## config.mk

```make
export PLATFORM = sky130hd
export DESIGN_NAME = cmd_cfg_mc
export DESIGN_NICKNAME = d
export VERILOG_FILES = /design/src/rtl/cmd_cfg_mc.sv
export SDC_FILE = /design/constraint.sdc
export NUM_CORES = 1
export LEC_CHECK = 0
export BUFFER_PORTS_ARGS = -buffer_cell sky130_fd_sc_hd__buf_2
export CAP_MARGIN = 40
export CELL_PAD_IN_SITES_DETAIL_PLACEMENT = 1
export CELL_PAD_IN_SITES_GLOBAL_PLACEMENT = 2
export CORE_UTILIZATION = 34
export DETAILED_ROUTE_END_ITERATION = 10
export HOLD_SLACK_MARGIN = 0.08
export MAX_ROUTING_LAYER = met4
export PLACE_DENSITY = 0.8
export SYNTH_ARGS = -nofsm -noshare
export SYNTH_HDL_FRONTEND = slang
export SYNTH_SLANG_ARGS = --single-unit
export TNS_END_PERCENT = 1
```

## constraint.sdc

```tcl
create_clock -name clk -period 2.3 [get_ports clk]
set_input_delay 0.46 -clock clk [delete_from_list [all_inputs] [get_ports clk]]
set_output_delay 0.46 -clock clk [all_outputs]
set_load 0.05 [all_outputs]
```

## src/rtl/cmd_cfg_mc.sv

```systemverilog
// cmd_cfg_mc: host command processor for the capture configuration registers.
// Decodes 16-bit host commands (RD / WR / DUMP), holds the configuration
// register file and streams per-channel capture RAM contents back over the
// response byte interface.
//
// Ports:
//   clk, rst_n          clock, asynchronous active-low reset
//   cmd, cmd_rdy        host command and its valid flag
//   resp_sent           UART finished transmitting resp (one-cycle pulse)
//   set_capture_done    sets TrigCfg[5]
//   ram_addr            oldest-sample / next-write address of the capture RAM
//   rdata               RAM read data, 8 bits per channel, 1-cycle latency
//   raddr               shared RAM read address
//   TrigCfg .. trig_pos configuration register outputs
//   resp, send_resp     response byte and its one-cycle transmit pulse
//   clr_cmd_rdy         one-cycle command-consumed pulse
module cmd_cfg_mc #(
    parameter int unsigned NUM_CH  = 5,
    parameter int unsigned ENTRIES = 384,
    parameter int unsigned LOG2    = 9
) (
    input  logic                  clk,
    input  logic                  rst_n,
    input  logic [15:0]           cmd,
    input  logic                  cmd_rdy,
    input  logic                  resp_sent,
    input  logic                  set_capture_done,
    input  logic [LOG2-1:0]       ram_addr,
    input  logic [8*NUM_CH-1:0]   rdata,
    output logic [LOG2-1:0]       raddr,
    output logic [5:0]            TrigCfg,
    output logic [3:0]            decimator,
    output logic [7:0]            VIH,
    output logic [7:0]            VIL,
    output logic [7:0]            matchH,
    output logic [7:0]            matchL,
    output logic [7:0]            maskH,
    output logic [7:0]            maskL,
    output logic [7:0]            baud_cntH,
    output logic [7:0]            baud_cntL,
    output logic [5*NUM_CH-1:0]   ch_trig_cfg,
    output logic [LOG2-1:0]       trig_pos,
    output logic [7:0]            resp,
    output logic                  send_resp,
    output logic                  clr_cmd_rdy
);

    // Byte counter must hold ENTRIES and any 8-bit length request.
    localparam int unsigned CNT_W = (LOG2 + 1 > 9) ? LOG2 + 1 : 9;
    localparam int unsigned SUM_W = CNT_W + 1;

    localparam logic [1:0] OP_RD   = 2'b00;
    localparam logic [1:0] OP_WR   = 2'b01;
    localparam logic [1:0] OP_DUMP = 2'b10;

    localparam logic [7:0] ACK  = 8'hA5;
    localparam logic [7:0] NACK = 8'hEE;

    typedef enum logic [2:0] {
        IDLE,
        RESP,
        DMP_ADDR,
        DMP_DATA,
        DMP_WAIT,
        DONE
    } state_t;

    state_t                 state, state_nxt;
    logic [CNT_W-1:0]       remaining, remaining_nxt;
    logic [2:0]             ch_sel, ch_sel_nxt;
    logic [LOG2-1:0]        raddr_nxt;
    logic [7:0]             resp_nxt;
    logic                   send_nxt;
    logic                   clr_nxt;
    logic                   wr_en;
    logic [7:0]             trig_pos_h, trig_pos_l;

    logic [1:0]             op;
    logic [5:0]             addr;
    logic [7:0]             data;
    logic [2:0]             dump_ch;

    assign op      = cmd[15:14];
    assign addr    = cmd[13:8];
    assign data    = cmd[7:0];
    assign dump_ch = cmd[10:8];

    // trig_pos is a fixed slice of the two position registers.
    assign trig_pos = LOG2'({trig_pos_h, trig_pos_l});

    // Register read mux; unmapped addresses read as zero.
    logic [7:0] rd_val;
    logic       mapped;
    always_comb begin
        rd_val = 8'h00;
        mapped = 1'b1;
        case (addr)
            6'h00:   rd_val = {2'b00, TrigCfg};
            6'h06:   rd_val = {4'h0, decimator};
            6'h07:   rd_val = VIH;
            6'h08:   rd_val = VIL;
            6'h09:   rd_val = matchH;
            6'h0A:   rd_val = matchL;
            6'h0B:   rd_val = maskH;
            6'h0C:   rd_val = maskL;
            6'h0D:   rd_val = baud_cntH;
            6'h0E:   rd_val = baud_cntL;
            6'h0F:   rd_val = trig_pos_h;
            6'h10:   rd_val = trig_pos_l;
            default: mapped = 1'b0;
        endcase
        for (int unsigned i = 0; i < NUM_CH; i++) begin
            if (addr == 6'(32 + i)) begin
                rd_val = {3'b000, ch_trig_cfg[5*i +: 5]};
                mapped = 1'b1;
            end
        end
    end

    // Dump length and start address: the N most recent samples, oldest first.
    logic [CNT_W-1:0] dump_len;
    logic [SUM_W-1:0] dump_sum;
    logic [LOG2-1:0]  dump_start;
    logic             dump_ch_ok;
    always_comb begin
        if (data == 8'h00 || CNT_W'(data) > CNT_W'(ENTRIES)) begin
            dump_len = CNT_W'(ENTRIES);
        end else begin
            dump_len = CNT_W'(data);
        end
        dump_sum = SUM_W'(ram_addr) + SUM_W'(ENTRIES) - SUM_W'(dump_len);
        if (dump_sum >= SUM_W'(ENTRIES)) begin
            dump_sum = dump_sum - SUM_W'(ENTRIES);
        end
        dump_start = LOG2'(dump_sum);
        dump_ch_ok = (dump_ch != 3'd0) && (32'(dump_ch) <= NUM_CH);
    end

    // Selected channel byte from the RAM read data.
    logic [7:0] dmp_byte;
    always_comb begin
        dmp_byte = 8'h00;
        for (int unsigned i = 0; i < NUM_CH; i++) begin
            if (ch_sel == 3'(i + 1)) begin
                dmp_byte = rdata[8*i +: 8];
            end
        end
    end

    // Next-state and registered-output logic.
    always_comb begin
        state_nxt     = state;
        resp_nxt      = resp;
        raddr_nxt     = raddr;
        remaining_nxt = remaining;
        ch_sel_nxt    = ch_sel;
        send_nxt      = 1'b0;
        clr_nxt       = 1'b0;
        wr_en         = 1'b0;
        case (state)
            IDLE: begin
                if (cmd_rdy) begin
                    state_nxt = RESP;
                    send_nxt  = 1'b1;
                    case (op)
                        OP_RD: resp_nxt = rd_val;
                        OP_WR: begin
                            wr_en    = mapped;
                            resp_nxt = mapped ? ACK : NACK;
                        end
                        OP_DUMP: begin
                            if (dump_ch_ok) begin
                                state_nxt     = DMP_ADDR;
                                send_nxt      = 1'b0;
                                raddr_nxt     = dump_start;
                                remaining_nxt = dump_len;
                                ch_sel_nxt    = dump_ch;
                            end else begin
                                resp_nxt = NACK;
                            end
                        end
                        default: resp_nxt = NACK;
                    endcase
                end
            end
            RESP: begin
                if (resp_sent) begin
                    state_nxt = DONE;
                    clr_nxt   = 1'b1;
                end
            end
            DMP_ADDR: state_nxt = DMP_DATA;
            DMP_DATA: begin
                resp_nxt  = dmp_byte;
                send_nxt  = 1'b1;
                state_nxt = DMP_WAIT;
            end
            DMP_WAIT: begin
                if (resp_sent) begin
                    if (remaining == CNT_W'(1)) begin
                        state_nxt = DONE;
                        clr_nxt   = 1'b1;
                    end else begin
                        raddr_nxt     = (raddr == LOG2'(ENTRIES - 1)) ? '0 : raddr + LOG2'(1);
                        remaining_nxt = remaining - CNT_W'(1);
                        state_nxt     = DMP_ADDR;
                    end
                end
            end
            DONE:    state_nxt = IDLE;
            default: state_nxt = IDLE;
        endcase
    end

    // FSM state and handshake outputs.
    always_ff @(posedge clk or negedge rst_n) begin
        if (!rst_n) begin
            state       <= IDLE;
            resp        <= 8'h00;
            raddr       <= '0;
            remaining   <= '0;
            ch_sel      <= 3'd0;
            send_resp   <= 1'b0;
            clr_cmd_rdy <= 1'b0;
        end else begin
            state       <= state_nxt;
            resp        <= resp_nxt;
            raddr       <= raddr_nxt;
            remaining   <= remaining_nxt;
            ch_sel      <= ch_sel_nxt;
            send_resp   <= send_nxt;
            clr_cmd_rdy <= clr_nxt;
        end
    end

    // Configuration register file; capture-done wins bit 5 over a write.
    always_ff @(posedge clk or negedge rst_n) begin
        if (!rst_n) begin
            TrigCfg     <= 6'h03;
            decimator   <= 4'h0;
            VIH         <= 8'hAA;
            VIL         <= 8'h55;
            matchH      <= 8'h00;
            matchL      <= 8'h00;
            maskH       <= 8'h00;
            maskL       <= 8'h00;
            baud_cntH   <= 8'h06;
            baud_cntL   <= 8'hC8;
            trig_pos_h  <= 8'h00;
            trig_pos_l  <= 8'h01;
            ch_trig_cfg <= {NUM_CH{5'h01}};
        end else begin
            if (wr_en) begin
                case (addr)
                    6'h00:   TrigCfg    <= data[5:0];
                    6'h06:   decimator  <= data[3:0];
                    6'h07:   VIH        <= data;
                    6'h08:   VIL        <= data;
                    6'h09:   matchH     <= data;
                    6'h0A:   matchL     <= data;
                    6'h0B:   maskH      <= data;
                    6'h0C:   maskL      <= data;
                    6'h0D:   baud_cntH  <= data;
                    6'h0E:   baud_cntL  <= data;
                    6'h0F:   trig_pos_h <= data;
                    6'h10:   trig_pos_l <= data;
                    default: ;
                endcase
                for (int unsigned i = 0; i < NUM_CH; i++) begin
                    if (addr == 6'(32 + i)) begin
                        ch_trig_cfg[5*i +: 5] <= data[4:0];
                    end
                end
            end
            if (set_capture_done) begin
                TrigCfg[5] <= 1'b1;
            end
        end
    end

endmodule
```

==> impl_metrics.toml, run 1 <==
[status]
status = "finished with violations"
violations = "negative setup slack"

[critical_path]
path_common_cell = "ha_4"
path_depth = 17
path_buf_inv = 2
crit_chain = "buf_2 -> or4_4 -> nor2_4 -> or2_4 -> ha_4 -> inv_2 -> ha_4 -> o21a_1 -> nand2b_1 -> a21oi_2 -> or3b_4 -> ha_4 -> or4_4 -> a21oi_2 -> a211oi_2 -> nand3b_1 -> o211ai_1"
startpoint = "cmd[0]"
rrSetupSlack_ps = 30
cpMaxStageDelayCell = "or4_4"
endpoint_kind = "register"
path_max_fanout = 3
reg2reg_depth = 8
rr_endpoint = "raddr[2]$_DFFE_PN0P_"
required_ps = 2640
cp-start-kind = "input port"
critPathArrivalTime_ps = 3720
crit_type = "input port to register"
cp_slowest_stage_delay_ps = 540
path_delay_family = "simple AND/OR/NAND/NOR gates"
timing.rr.start = "state[1]$_DFFE_PN0P_"

[place]
placed_cells = 1371
portBuffers = 196
pre_cts_slack_ps = -1700
hpwl_um = 23700
placed_area_mm2 = 0.0107
place.gp.congestion = 0.857

[layout]
largest_reg_flops = 25
final_cell_count_no_fill = 1409
area_growth_pct = 37.5
drive_above_1_share = 0.515
top_register = "ch_trig_cfg"
nets = 1167
reg.largest.list = "ch_trig_cfg x25, remaining x10, raddr x9"
design_area_mm2 = 0.0114

[logic_synthesis]
ys.flop_type = "dfrtp_1"
synth_common_cells = "129 x dfrtp_1, 122 x mux2_2, 53 x nand2_1, 42 x nor2_1, 37 x a22oi_1"
synth_area_leader_cell = "dfrtp_1"
syn-num-nets = 848
synth.area.top_cells = "dfrtp_1 39%, mux2_2 17%, dfstp_2 6.7%"
yosysMostFrequentCell = "dfrtp_1"
syn_area_mm2 = 0.00828
synth.top_cell.area_share = 0.390
ys_ff_latch = 150
synth_sequential_area_ratio = 0.456
synth.distinct_cells = 73
yosysWarnings = 0
avgSynthCellArea_um2 = 11.0
async_reset_ff_frac = 1.00
netlist_instances = 756
synth_edf_count = 0

[sta]
slew-limit-headroom = 0.652
max_freq_ghz = 0.296
hold_viol = 0
setup_violations = 3
grt_setup_unrepaired = "yes"
tns_ps = -2210
maxSlewViolCount = 0
fin_ws_ps = -1080
post-route-min-period_ps = 3380
tightest_slew_ps = 518
fin_crit_sh = 1.47
fin_skew_ps = 12.1

[routing]
antenna_left = 0
vias = 7630
drt-pass1-iter-count = 6
drc = 0
viasPerCell = 5.42
drtIter0Drc = 469
wl_per_cell_um = 21.5
wirelength_um = 30300

[die]
pin_count = 197
core_area_mm2 = 0.0237
die_h_um = 158
num_rows = 56
die_area_mm2 = 0.0250
die_w_um = 158
initial_core_util = 0.350

[pwr]
power_mw = 9.11
power_density_mw_per_mm2 = 800
ir_worst_vdd_mv = 0.405
combPwrFrac = 0.336
power_switching_share = 0.366
clockPowerShare = 0.308
internal_power_mw = 5.78
seq_power_share = 0.356
p_leak_nw = 5.72
switchingPower_mw = 3.33

[global_route]
grt_use_total = 0.258
grt_pass1_wl_um = 46300
antenna_found_initial = 2
grt_pass1_vias = 7882
grt.overflow.total = 0
grt_max_degree = 45

[clock_tree]
cts_buffers = 17
clk_pin_slew_ps = 60
h-tree-depth = 4
clockBufferDepth = 2
cts_tree = "done"
clock-root-buffer = "clkbuf_16"
clock_latency_ps = 430
clock_sinks = 150

[hold_path]
min_path_cells = 2
min_path_type = "input port to register"
min_to = "state[2]$_DFFE_PN0P_"
min-delay-start = "resp_sent"

[run]
cap_violations = 0
[cells by family after synthesis]
group,Yosys count,synth area share
XOR/XNOR,4,0.00423
AND/OR/NAND/NOR,197,0.130
buffers and inverters,69,0.0376
flip-flops,150,0.456
AO/OA/AOI/OAI,176,0.152
adder cells (fa/ha/maj),22,0.0341
multiplexers,138,0.185
[through the flow]
step | utilization | hold slack, ps
global placement | 0.452 | 428
global route | 0.481 | 282
finish | 0.481 | 279
CTS | 0.479 | 255
detailed placement | 0.452 | 436
floorplan | - | 164
[cell usage in the layout (no fill, tap or decap), types with 4 or more instances in the layout]
cell type	n
or4_4	4
buf_12	7
o22ai_1	9
clkbuf_16	17
nor2_1	41
dfrtp_1	129
mux2i_1	16
nand3_1	15
mux2_2	122
dfstp_2	21
buf_4	137
nor4_1	4
and2_1	4
o21a_1	4
and3_1	8
nand2_1	53
a31oi_1	5
a21oi_1	24
ha_1	18
a222oi_1	11
nor3_2	5
buf_2	193
inv_1	24
a22oi_1	37
nor3_1	10
o21ai_0	24
nand2b_1	12
o211ai_1	5
buf_6	4
o21ai_1	5
o221ai_1	8
a211oi_1	5
[final cells by class]
class / count / area, µm²
Tap cell: 319 / 399
Clock buffer: 20 / 447
Multi-Input combinational cell: 537 / 4310
Clock inverter: 12 / 144
Sequential cell: 150 / 3780
Fill cell: 2671 / 12300
Antenna cell: 2 / 5.00
Inverter: 26 / 97.6
Timing Repair Buffer: 343 / 2200
[timing repair]
action | CTS | global route
pin swaps | 6 | 1
cloned | 0 | 0
setup buffers | 3 | 0
endpoints found under the hold margin | 38 | 0
endpoints found under the setup margin | 4 | 11
gates resized for setup | 5 | 12
hold buffers | 1 | 0
[worst max path at each step]
stage / endpoint / slack (ps)
after floorplan: raddr[7]$_DFFE_PN0P_ / -1300
after global placement: raddr[7]$_DFFE_PN0P_ / -1540
after detailed placement: raddr[8]$_DFFE_PN0P_ / -1700
after CTS: raddr[8]$_DFFE_PN0P_ / -1110
after global routing: raddr[8]$_DFFE_PN0P_ / -1210
final: raddr[7]$_DFFE_PN0P_ / -1080
[layer usage]
layer / GRT usage / up-vias / routed length, µm
met5: - / - / 0
met4: 0.0801 / 0 / 562
met3: 0.0361 / 33 / 1500
met2: 0.411 / 225 / 14600
met1: 0.338 / 3878 / 13700
li1: - / 3494 / -
[power by group through the flow]
stage / Combinational, mW / Clock [mW] / Sequential (mW)
2_1_floorplan: 1.35 / 0 / 3.80
3_3_place_gp: 2.96 / 0 / 3.27
3_5_place_dp: 3.02 / 0 / 3.28
4_1_cts: 3.05 / 2.86 / 3.24
5_1_grt: 3.32 / 2.97 / 3.28
6_report: 3.06 / 2.81 / 3.24
Note: power is estimated with default switching activity, not from simulation.
==> inputs of run 2 (changes only) <==
CTS_BUF_LIST = sky130_fd_sc_hd__clkbuf_4 sky130_fd_sc_hd__clkbuf_8 sky130_fd_sc_hd__clkbuf_16   (was default)
==> run 2 against run 1 <==
The flow still finishes with violations (negative setup slack). First-iteration DRC count grew 26%. Non-clock buffer count unchanged. Critical path depth unchanged. Global-route usage barely moved. Maximum frequency increased by 0.12%. Critical endpoint unchanged. Largest cell class unchanged.
==> impl_metrics.toml, run 2 (synthesis gave the netlist of run 1 again) <==
[die]
initial_core_util = 0.350
die_h_um = 158
die_area_mm2 = 0.0250
core_area_mm2 = 0.0237
die_w_um = 158
pin_count = 197
num_rows = 56

[sta]
tns_ps = -2200
setup_violations = 3
post-route-min-period_ps = 3380
fin_ws_ps = -1080
grt_setup_unrepaired = "yes"
tightest_slew_ps = 495
slew-limit-headroom = 0.667
max_freq_ghz = 0.296
hold_viol = 0
fin_skew_ps = 8.67
fin_crit_sh = 1.47
maxSlewViolCount = 0

[hold_path]
min_path_type = "input port to register"
min_to = "state[2]$_DFFE_PN0P_"
min_path_cells = 2
min-delay-start = "resp_sent"

[layout]
area_growth_pct = 37.6
final_common_cell = "buf_2"
largest_reg_flops = 25
drive_above_1_share = 0.517
reg.largest.list = "ch_trig_cfg x25, remaining x10, raddr x9"
finish.utilization = 0.481
nets = 1167
mostFrequentLayoutCells = "193 x buf_2, 137 x buf_4, 129 x dfrtp_1, 122 x mux2_2, 53 x nand2_1"
top_register = "ch_trig_cfg"

[clock_tree]
clockBufferDepth = 2
cts_buffers = 17
clock_latency_ps = 430
clock_sinks = 150
cts_tree = "done"
clock-root-buffer = "clkbuf_16"
clk_pin_slew_ps = 60
h-tree-depth = 4

[global_route]
grt_use_total = 0.258
grt_pass1_vias = 7901
grt.overflow.total = 0
grt_pass1_wl_um = 46400
antenna_found_initial = 2
grt_max_degree = 45

[routing]
wirelength_um = 30300
vias = 7653
viasPerCell = 5.43
drtIter0Drc = 589
antenna_left = 0
wl_per_cell_um = 21.5
drt-pass1-iter-count = 5
drc = 0

[critical_path]
cp-start-kind = "input port"
endpoint_kind = "register"
critPathArrivalTime_ps = 3720
required_ps = 2640
crit_type = "input port to register"
rrSetupSlack_ps = 20
timing.rr.start = "state[1]$_DFFE_PN0P_"
path_max_fanout = 3
rr_endpoint = "raddr[2]$_DFFE_PN0P_"
reg2reg_depth = 8

[pwr]
power_switching_share = 0.365
p_leak_nw = 5.72
power_density_mw_per_mm2 = 802
power_mw = 9.14
combPwrFrac = 0.335
switchingPower_mw = 3.34
seq_power_share = 0.355
clockPowerShare = 0.310
ir_worst_vdd_mv = 0.411
internal_power_mw = 5.80

[status]
status = "finished with violations"
violations = "negative setup slack"

[run]
cap_violations = 0

[place]
hpwl_um = 23700
place.gp.congestion = 0.857
portBuffers = 196
run 2: changes by cell type in the layout (fill, tap and decap cells not counted):
cell,previous run,this run
clkbuf_1,2,0
clkbuf_4,0,2
run 2: layout make-up:
class	instances	area, µm²
timing repair buffer	343	2200
multi-input combinational	537	4310
tap	319	399
antenna	2	5.00
clock buffer	20	454
sequential	150	3780
fill	2673	12300
inverter	26	97.6
clock inverter	12	144
run 2: critical path: stages:
cell and delay (ps):
buf_2 110, or4_4 540, nor2_4 130, or2_4 150
ha_4 190, inv_2 60, ha_4 200, o21a_1 140
nand2b_1 110, a21oi_2 40, or3b_4 400, ha_4 170
or4_4 470, a21oi_2 130, a211oi_2 60, nand3b_1 170
o211ai_1 190
run 2: how the worst max path moves through the flow:
stage                            to   start  cells after the start
2_1_floorplan  raddr[7]$_DFFE_PN0P_  cmd[1]                     17
4_1_cts        raddr[8]$_DFFE_PN0P_  cmd[7]                     17
6_report       raddr[7]$_DFFE_PN0P_  cmd[0]                     17
5_1_grt        raddr[8]$_DFFE_PN0P_  cmd[7]                     16
3_3_place_gp   raddr[7]$_DFFE_PN0P_  cmd[4]                     17
3_5_place_dp   raddr[8]$_DFFE_PN0P_  cmd[4]                     17
run 2: repair_timing:
item,in CTS,in global routing
hold buffers,1,0
hold endpoints to repair,38,0
setup endpoints to repair,4,11
pin swaps,6,1
resized for setup,5,12
buffers inserted,3,0
run 2: metal layers:
metal / track usage / vias up / wire length (µm)
met5: - / - / 0
met4: 0.0723 / 0 / 471
met3: 0.0391 / 28 / 1610
met2: 0.412 / 250 / 14600
met1: 0.339 / 3878 / 13600
li1: - / 3497 / -
run 2: stage by stage:
stage	hold WS, ps	cells	cell area, µm²	setup WS [ps]
floorplan	164	756	8370	-1300
global placement	428	1371	10700	-1540
detailed placement	436	1371	10700	-1700
CTS	250	1407	11300	-1100
global route	279	1409	11400	-1210
finish	274	1409	11400	-1080
run 2: power by group through the flow:
stage               Clock [mW]  Combinational, mW  Sequential [mW]
CTS                       2.90               3.05             3.23
global placement             0               2.96             3.27
finish                    2.84               3.06             3.24
global route              3.00               3.32             3.28
floorplan                    0               1.35             3.80
detailed placement           0               3.02             3.28
==> inputs of run 3 (changes only) <==
RECOVER_POWER = 25   (was default)
==> run 3 against run 2 <==
The flow still finishes with violations (negative setup slack). Sequential share of layout area is 0.091 points higher. Sequential power is essentially flat. First-iteration DRC count shrank 12%. Die area stayed put. Global-route usage is the same. Combinational power hardly changed. Clock skew about the same. Critical path depth did not move. Clock power barely moved. Critical path type unchanged.
==> impl_metrics.toml, run 3 (synthesis gave the netlist of run 1 again) <==
[status]
status = "finished with violations"
violations = "negative setup slack"

[layout]
mostFrequentLayoutCells = "193 x buf_2, 139 x buf_4, 129 x dfrtp_1, 122 x mux2_2, 53 x nand2_1"
area_growth_pct = 37.2
multiInputGateArea_mm2 = 0.00431
drive_above_1_share = 0.517
nets = 1167
fill_cells = 2678
reg.largest.list = "ch_trig_cfg x25, remaining x10, raddr x9"
final_common_cell = "buf_2"
largest_reg_flops = 25
seqCellArea_mm2 = 0.00378
top_register = "ch_trig_cfg"

[global_route]
grt.overflow.total = 0
grt_max_degree = 45
grt_use_total = 0.258
grt_pass1_vias = 7901
grt_pass1_wl_um = 46400
antenna_found_initial = 2

[clock_tree]
cts_buffers = 17
h-tree-depth = 4
clockBufferDepth = 2
cts_tree = "done"
clock_sinks = 150
clk_pin_slew_ps = 60
clock-root-buffer = "clkbuf_16"
clock_latency_ps = 430

[pwr]
seq_power_share = 0.354
internal_power_mw = 5.80
clockPowerShare = 0.311
p_leak_nw = 5.71
combPwrFrac = 0.334
power_density_mw_per_mm2 = 804
ir_worst_vdd_mv = 0.414
switchingPower_mw = 3.34
power_switching_share = 0.366
power_mw = 9.14

[critical_path]
endpoint_kind = "register"
path_max_fanout = 3
path_delay_family = "simple AND/OR/NAND/NOR gates"
critPathArrivalTime_ps = 3720
cp_slowest_stage_delay_ps = 540
crit_chain = "buf_2 -> or4_4 -> nor2_4 -> or2_4 -> ha_4 -> inv_2 -> ha_4 -> o21a_1 -> nand2b_1 -> a21oi_2 -> or3b_4 -> ha_4 -> or4_4 -> a21oi_2 -> a211oi_2 -> nand3b_1 -> o211ai_1"
path_depth = 17
rr_endpoint = "raddr[2]$_DFFE_PN0P_"
path_common_cell = "ha_4"
cp-start-kind = "input port"
path_buf_inv = 2
required_ps = 2640
rrSetupSlack_ps = 20
reg2reg_depth = 8
crit_type = "input port to register"
cpMaxStageDelayCell = "or4_4"
timing.rr.start = "state[1]$_DFFE_PN0P_"

[die]
core_area_mm2 = 0.0237
pin_count = 197
num_rows = 56
die_w_um = 158
initial_core_util = 0.350
die_area_mm2 = 0.0250
die_h_um = 158

[routing]
drt-pass1-iter-count = 5
drc = 0
vias = 7647
viasPerCell = 5.43
drtIter0Drc = 517
antenna_left = 0
wl_per_cell_um = 21.6
wirelength_um = 30400

[place]
hpwl_um = 23700
place.gp.congestion = 0.857
portBuffers = 196

[sta]
maxSlewViolCount = 0
max_freq_ghz = 0.296
fin_crit_sh = 1.47
fin_ws_ps = -1080
tightest_slew_ps = 1210
tns_ps = -2200
post-route-min-period_ps = 3380
setup_violations = 3
hold_viol = 0
slew-limit-headroom = 0.193
grt_setup_unrepaired = "yes"
fin_skew_ps = 8.64

[hold_path]
min-delay-start = "resp_sent"
min_to = "state[2]$_DFFE_PN0P_"
min_path_cells = 2
min_path_type = "input port to register"

[run]
cap_violations = 0
-- run 3: changes by cell type in the layout (fill, tap and decap cells not counted), sizes merged --
cell	previous run	this run
buf	342	341
clkbuf	20	21
-- run 3: cell type report --
class	count	share of cell area
Multi-Input combinational cell	537	0.379
Sequential cell	150	0.333
Timing Repair Buffer	343	0.191
Clock buffer	20	0.0400
Tap cell	319	0.0351
Clock inverter	12	0.0127
Inverter	26	0.00859
Antenna cell	2	0.000440
-- run 3: what timing repair did --
item | CTS | global route
endpoints found under the hold margin | 38 | 0
pin swaps | 6 | 1
hold buffers | 1 | 0
gates cloned | 0 | 0
endpoints found under the setup margin | 4 | 11
gates resized for setup | 5 | 12
buffers inserted | 3 | 0
-- run 3: per-layer routing --
metal | wire (µm) | vias up | GRT usage
met5 | 0 | - | -
met1 | 13700 | 3894 | 0.339
met2 | 14600 | 230 | 0.412
met3 | 1510 | 31 | 0.0391
met4 | 473 | 0 | 0.0723
li1 | - | 3492 | -
-- run 3: worst max-delay path by stage --
stage | start | endpoint | slack [ps]
detailed placement | cmd[4] | raddr[8]$_DFFE_PN0P_ | -1700
CTS | cmd[7] | raddr[8]$_DFFE_PN0P_ | -1100
global route | cmd[7] | raddr[8]$_DFFE_PN0P_ | -1210
floorplan | cmd[1] | raddr[7]$_DFFE_PN0P_ | -1300
finish | cmd[0] | raddr[7]$_DFFE_PN0P_ | -1080
global placement | cmd[4] | raddr[7]$_DFFE_PN0P_ | -1540
-- run 3: power by group through the flow --
stage	clock, mW	sequential [mW]	combinational (mW)
2_1_floorplan	0	3.80	1.35
3_3_place_gp	0	3.27	2.96
3_5_place_dp	0	3.28	3.02
4_1_cts	2.90	3.23	3.05
5_1_grt	3.00	3.28	3.31
6_report	2.84	3.24	3.06
-- run 3: per-stage QoR --
step           hold slack [ps]  utilization  setup slack (ps)  area, µm²  cells
2_1_floorplan              164            -             -1300       8370    756
3_3_place_gp               428        0.452             -1540      10700   1371
3_5_place_dp               436        0.452             -1700      10700   1371
4_1_cts                    250        0.479             -1100      11300   1407
5_1_grt                    279        0.480             -1210      11400   1409
6_report                   271        0.480             -1080      11400   1409
-- run 3: worst reg2reg max path: stages (launching register included) --
cell and delay [ps]:
dfrtp_1 380, or4b_4 590, a2111oi_4 250, buf_4 220, o21a_1 180, buf_12 140
o21ai_2 90, nor3b_2 210, a221o_1 150
